===== config.mk =====
export PLATFORM = sky130hd
export DESIGN_NAME = pipe_stage
export DESIGN_NICKNAME = d
export VERILOG_FILES = /design/src/rtl/pipe_stage.sv
export SDC_FILE = /design/constraint.sdc
export NUM_CORES = 1
export LEC_CHECK = 0
export ABC_AREA = 1
export CAP_MARGIN = 25
export CORE_AREA = 2 2 185 187
export DETAILED_ROUTE_END_ITERATION = 12
export DIE_AREA = 0 0 187 189
export SKIP_CTS_REPAIR_TIMING = 1
export SYNTH_ARGS = -nofsm -noshare
export SYNTH_HDL_FRONTEND = slang
export SYNTH_SLANG_ARGS = --single-unit

===== constraint.sdc =====
create_clock -name clk -period 1.94 [get_ports clk]
set_input_delay 0.194 -clock clk [delete_from_list [all_inputs] [get_ports clk]]
set_output_delay 0.194 -clock clk [all_outputs]
set_load 0.01 [all_outputs]

===== src/rtl/pipe_stage.sv =====
// Handshaked pipeline register with flush, zero-bubble payload and sticky sideband.
// Define PIPE_SKID_EN for a 2-entry skid buffer with a registered in_ready.
module pipe_stage #(
  parameter int DATA_W = 160,
  parameter int SIDE_W = 65,
  parameter int CNT_W  = 16
) (
  input  logic              clk,
  input  logic              rst,
  input  logic              flush,
  input  logic              in_valid,
  output logic              in_ready,
  input  logic [DATA_W-1:0] in_data,
  input  logic [SIDE_W-1:0] in_side,
  output logic              out_valid,
  input  logic              out_ready,
  output logic [DATA_W-1:0] out_data,
  output logic [SIDE_W-1:0] out_side,
  output logic [1:0]        occupancy,
  output logic [CNT_W-1:0]  stall_cycles
);

  typedef enum logic [1:0] {
    EMPTY = 2'd0,
    FULL  = 2'd1,
    SKID  = 2'd2
  } state_t;

  state_t            state_q, state_d;
  logic [DATA_W-1:0] data_q, data_d;
  logic [SIDE_W-1:0] side_q, side_d;
  logic [CNT_W-1:0]  cnt_q, cnt_d;
  logic              in_xfer;
  logic              out_xfer;

`ifdef PIPE_SKID_EN
  logic [DATA_W-1:0] skid_data_q, skid_data_d;
  logic [SIDE_W-1:0] skid_side_q, skid_side_d;

  assign in_ready = (state_q != SKID) & ~rst;
`else
  assign in_ready = ((state_q == EMPTY) | out_ready) & ~rst;
`endif

  assign out_valid    = (state_q != EMPTY);
  assign out_data     = data_q;
  assign out_side     = side_q;
  assign occupancy    = state_q;
  assign stall_cycles = cnt_q;
  assign in_xfer      = in_valid & in_ready;
  assign out_xfer     = out_valid & out_ready;

  always_comb begin
    state_d = state_q;
    data_d  = data_q;
    side_d  = side_q;
`ifdef PIPE_SKID_EN
    skid_data_d = skid_data_q;
    skid_side_d = skid_side_q;
`endif
    if (flush) begin
      // accepted beat is dropped; sideband stays sticky
      state_d = EMPTY;
      data_d  = '0;
    end else begin
      unique case (state_q)
        EMPTY: begin
          if (in_xfer) begin
            state_d = FULL;
            data_d  = in_data;
            side_d  = in_side;
          end
        end
        FULL: begin
          if (in_xfer && out_xfer) begin
            data_d = in_data;
            side_d = in_side;
          end else if (in_xfer) begin
`ifdef PIPE_SKID_EN
            state_d     = SKID;
            skid_data_d = in_data;
            skid_side_d = in_side;
`endif
          end else if (out_xfer) begin
            state_d = EMPTY;
            data_d  = '0;
          end
        end
        SKID: begin
`ifdef PIPE_SKID_EN
          if (out_xfer) begin
            state_d = FULL;
            data_d  = skid_data_q;
            side_d  = skid_side_q;
          end
`endif
        end
        default: begin
          state_d = EMPTY;
          data_d  = '0;
        end
      endcase
    end
  end

  always_comb begin
    cnt_d = cnt_q;
    if (out_valid && !out_ready && !(&cnt_q))
      cnt_d = cnt_q + {{(CNT_W-1){1'b0}}, 1'b1};
  end

  always_ff @(posedge clk) begin
    if (rst) begin
      state_q <= EMPTY;
      data_q  <= '0;
      side_q  <= '0;
      cnt_q   <= '0;
    end else begin
      state_q <= state_d;
      data_q  <= data_d;
      side_q  <= side_d;
      cnt_q   <= cnt_d;
    end
  end

`ifdef PIPE_SKID_EN
  always_ff @(posedge clk) begin
    if (rst) begin
      skid_data_q <= '0;
      skid_side_q <= '0;
    end else begin
      skid_data_q <= skid_data_d;
      skid_side_q <= skid_side_d;
    end
  end
`endif

endmodule


Word level (Yosys, flattened, before mapping)
Cells that the tools add are included.
{"block": "word_totals", "reg_bits": 243, "in_bits": 230, "output_inout_bits": 245, "wordCells": 47}
{"block": "op_classes", "add_sub_neg": 1, "n_eq_ne": 9, "muxes": 13, "bitwise_logic": 7, "reduce_logical": 13}
{"op": "$mux W160", "count": 4}
{"op": "$pmux W160 S3", "count": 1}
{"op": "$mux W65", "count": 2}
{"op": "$pmux W65 S2", "count": 1}
{"op": "$add A16 B1 Y16 const B", "count": 1}
{"op": "$reduce_and A16 Y1", "count": 1}
{"op": "$ne A2 B2 Y1 const B", "count": 5}
{"op": "$mux W2", "count": 4}
{"op": "$reduce_and A4 Y1", "count": 2}
{"op": "$ne A3 B3 Y1 const B", "count": 2}
{"op": "$pmux W2 S3", "count": 1}
{"op": "$reduce_and A5 Y1", "count": 1}
{"op": "$reduce_bool A2 Y1", "count": 2}
{"op": "$and A1 B1 Y1", "count": 3}
{"op": "$logic_and A1 B1 Y1", "count": 3}
{"op": "$not A1 Y1", "count": 3}
{"op": "$eq A2 B1 Y1 const B", "count": 1}
{"op": "$eq A2 B2 Y1 const B", "count": 1}
{"op": "$logic_not A1 Y1", "count": 2}
{"op": "$logic_not A2 Y1", "count": 1}
{"op": "$reduce_or A2 Y1", "count": 1}
{"op": "$or A1 B1 Y1", "count": 1}

Logic depth before layout (Yosys ltp)
{"block": "logic_depth", "word_depth": 7, "mapped_depth": 12, "mapped_depth_nobuf": 9}

Worst setup path after synthesis
OpenSTA, ideal clock, no wires.
{"block": "synth_path", "kind": "register -> register", "start": "register state_q[0] (netlist: occupancy[0])", "end": "register side_q[14] (netlist: out_side[14])", "setup_time_ns": 0.132, "arrival_ns": 1.843, "t_required_ns": 1.808, "slack_ns": -0.035, "stages_incl_launch_ff": 13, "period_less_slack_ns": 1.975, "path_cell_list": "dfxtp_1 inv_2 nor2_8 nor2_8 nand2_2 buf_2 ha_1 nor3_2 nand2_1 buf_4 buf_2 nand2_1 a21oi_1"}
{"block": "synth_between", "elab_chain_cells": 7, "elab_cells_between_ends": 13, "cone_classes": "3 x eq/ne; 1 x mux; 4 x bitwise; 5 x reduce/logical"}
{"item": "from (decl)", "line": "29", "rtl": "state_t state_q, state_d;"}
{"item": "from (signal assigned)", "line": "119", "rtl": "state_q <= state_d;"}
{"item": "$logic_not A2 Y1", "line": "42, 66"}
{"item": "$or A1 B1 Y1", "line": "42", "rtl": "assign in_ready = ((state_q == EMPTY) | out_ready) & ~rst;"}
{"item": "$and A1 B1 Y1", "line": "42"}
{"item": "$and A1 B1 Y1", "line": "50", "rtl": "assign in_xfer = in_valid & in_ready;"}
{"item": "$logic_and A1 B1 Y1", "line": "75", "rtl": "if (in_xfer && out_xfer) begin"}
{"item": "$ne A2 B2 Y1 (no source line)"}
{"item": "$reduce_and A4 Y1 (no source line)"}
{"item": "to (signal assigned)", "line": "121", "rtl": "side_q <= side_d;"}
{"item": "to (decl)", "line": "31", "rtl": "logic [SIDE_W-1:0] side_q, side_d;"}
Parallel ways exist; a longest one is shown, timed or not.
A chain may end at the register's enable or synchronous reset.

Worst setup path in the final report
{"block": "layout_path", "start": "register state_q[0] (netlist: occupancy[0])", "end": "register side_q[52] (netlist: out_side[52])"}
Same word-level chain as after synthesis.

==> metrics.txt <==
routability congestion estimate=0.816; skew final=0.00881 ns; synth top area cells=dfxtp_1 52%, nand3_1 21%, a21oi_1 13%, nand2_1 4.8%, buf_2 2.5%; buffers and inverters on the worst path=2; Hold Fails Final Rpt=0; status=complete, no violations; Warnings, synthesis=0; setup tns final=0 ns; Clock Root Buffer=clkbuf_16; clk slew on worst S/H paths=0.06 ns; critical setup path kind=reg -> reg; H-tree depth=1; CP cell instances=inv_2, nor2_8, nor2_8, nand2_4, ha_1, nor3_4, nand2_2, buf_4, nand2_1, a21oi_1; core area=between 30000 and 40000 sq um; Max Cap Violations=0; final period utilization=93.3%; worst-margin pin slew=0.843 ns; residual overflow from global routing=0; HPWL Detailed=25000 um; Post-Route WL=between 30000 and 40000 um; crit-path most repeated cell=nor2_8; io pins=475; area share of the leading cell type in the synthesized netlist=51.6%; CP Max Fanout=18; Area growth, synth to finish=66.2%; die extent in x=between 150 and 200 um; Starting DRT DRC Count=576; worst-skew pair later-pin latency=0.53 ns; CTS tree=yes; initial antenna violation count=3; Final #Nets=1830; drt via density=roughly 4.9; wire per inst=17.7 um; Worst Setup Slack, final=0.130 ns; chip height=around 190 um; peak supply drop=around 0.65 mV; row count=67; post-placement cell count=2016; Crit-path slowest cell=dfxtp_2; WHS=approximately 0.067 ns; Slew headroom=43.8%; RSZ-0062 raised after global routing=false; I/O Buffers=roughly 470; Seq/Total Area, Yosys=between 50% and 60%; Leakage Power=roughly 0.0053 uW; total CTS buffers=28; CP Launch Type=flip-flop; Syn Inst Count=~1200; crit-path max cell delay=0.32 ns; power per cell area=795 nW/um^2; via count=10200; synth unique cells=25; first drt pass iteration count=5; first-pass GRT wire length=56500 um; max frequency=552 MHz; total power=12400 uW; min cycle time layout=1.81 ns; Initial Util=between 20% and 30%; layout cell share with drive strength beyond 1=6.42%; synthesized area=9400 sq um; pins over their slew limit=0; DP Worst Slack=-0.340 ns; Req. time, crit path=2.31 ns; Synth area leader=dfxtp_1; Arr. time, crit path=2.18 ns; Syn Area/Cell=7.98 sq um; clk sinks=242; endpoints failing setup=0; Worst setup EP type=flip-flop; Net Count, Synth=1409; flops & latches, synth=242; worst min path class=in -> reg; DRC violations left=0; die area=roughly 35000 sq um; ANT nets after route=0; Max clock buf depth=3; largest net degree at the start of global routing=124; Final Non-Filler Cells=2069; total track usage=19.6%; vias in the first global route=9933; CP top delay family=simple AND/OR/NAND/NOR gates
power by group:
part	leakage, uW	switching (uW)	internal (uW)
clock	0.000509	2160	3460
combinational	0.00282	754	856
sequential	0.00196	74.0	5110
flip-flops by register name (all words and copies together) (netlist names):
register and count:
out_data 160, out_side 65, stall_cycles 16, occupancy 1
cells by family after synthesis:
kind of cell,Yosys count,share of synthesized area (%)
adder cells (fa/ha/maj),2,0.266
other,1,0.0399
AO/OA/AOI/OAI,240,12.9
AND/OR/NAND/NOR,554,28.1
buffers and inverters,132,6.60
flip-flops,242,51.6
XOR/XNOR,6,0.559
synthesized netlist by cell type (all sizes together):
cell type  count
a41oi          1
nor3           1
xnor2          2
nand3b         1
inv           13
ha             2
xor2           4
conb           1
nand2        121
a21oi        237
clkbuf        49
nand3        395
nand4          6
buf           70
dfxtp        242
nor2          30
o21ai          2
metal layers:
layer	routed length, um	vias up	track usage, %	part of all wire (%)
met5	13	-	0	0.035
met4	1040	2	6.32	2.8
met3	3330	66	6.38	9.1
met1	14700	4772	23.3	40
li1	-	4946	-	-
met2	17700	406	33.6	48
per-stage QoR:
step	cell area (sq um)	util [%]
after detailed placement	14600	43.9
after global placement	14600	43.9
after CTS	15600	46.9
final	15600	46.9
after global routing	15600	46.9
after floorplan	9400	-
worst reg2reg max path, stage by stage, from the launching register on:
cell and delay (ns):
dfxtp_2 0.32, inv_2 0.10, nor2_8 0.05, nor2_8 0.09
nand2_4 0.05, ha_1 0.21, nor3_4 0.27, nand2_2 0.15
buf_4 0.24, nand2_1 0.10, a21oi_1 0.07
layout by cell type, fill, tap and decap left out:
cell type / count
diode_2: 1
buf_2: 1
dlymetal6s2s_1: 1
buf_4: 23
clkbuf_8: 9
o21ai_2: 1
inv_2: 2
nand2_1: 117
conb_1: 1
bufinv_16: 3
a21oi_1: 237
xor2_1: 4
inv_1: 10
nand4_1: 6
nor2_4: 1
nor2_1: 27
clkdlybuf4s50_1: 470
nand3_1: 395
inv_6: 2
nor2_8: 2
a41oi_1: 1
xnor2_1: 2
nand3b_1: 1
clkinv_2: 9
clkbuf_16: 29
inv_4: 1
nor3_4: 1
nand2_2: 2
ha_1: 2
nand2_4: 2
buf_12: 15
o21ai_0: 1
dfxtp_1: 241
dfxtp_2: 1
worst paths after layout:
| check | endpoint | slack (ns) | startpoint | depth (start not counted) |
|---|---|---|---|---|
| max | out_side[52] | 0.13 | occupancy[0] | 10 |
| min | occupancy[0] | 0.07 | in_valid | 3 |
| max reg2reg | out_side[52] | 0.13 | occupancy[0] | 10 |
| min reg2reg | out_side[40] | 0.46 | out_side[40] | 2 |
area by class of cell:
class	count	area, sq um
Antenna cell	1	2.50
Clock buffer	38	850
Clock inverter	14	153
Fill cell	3250	17700
Inverter	13	51.3
Multi-Input combinational cell	803	3960
Sequential cell	242	4850
Tap cell	448	561
Timing Repair Buffer	510	5190
No activity file was read; power rests on OpenSTA's default activity.
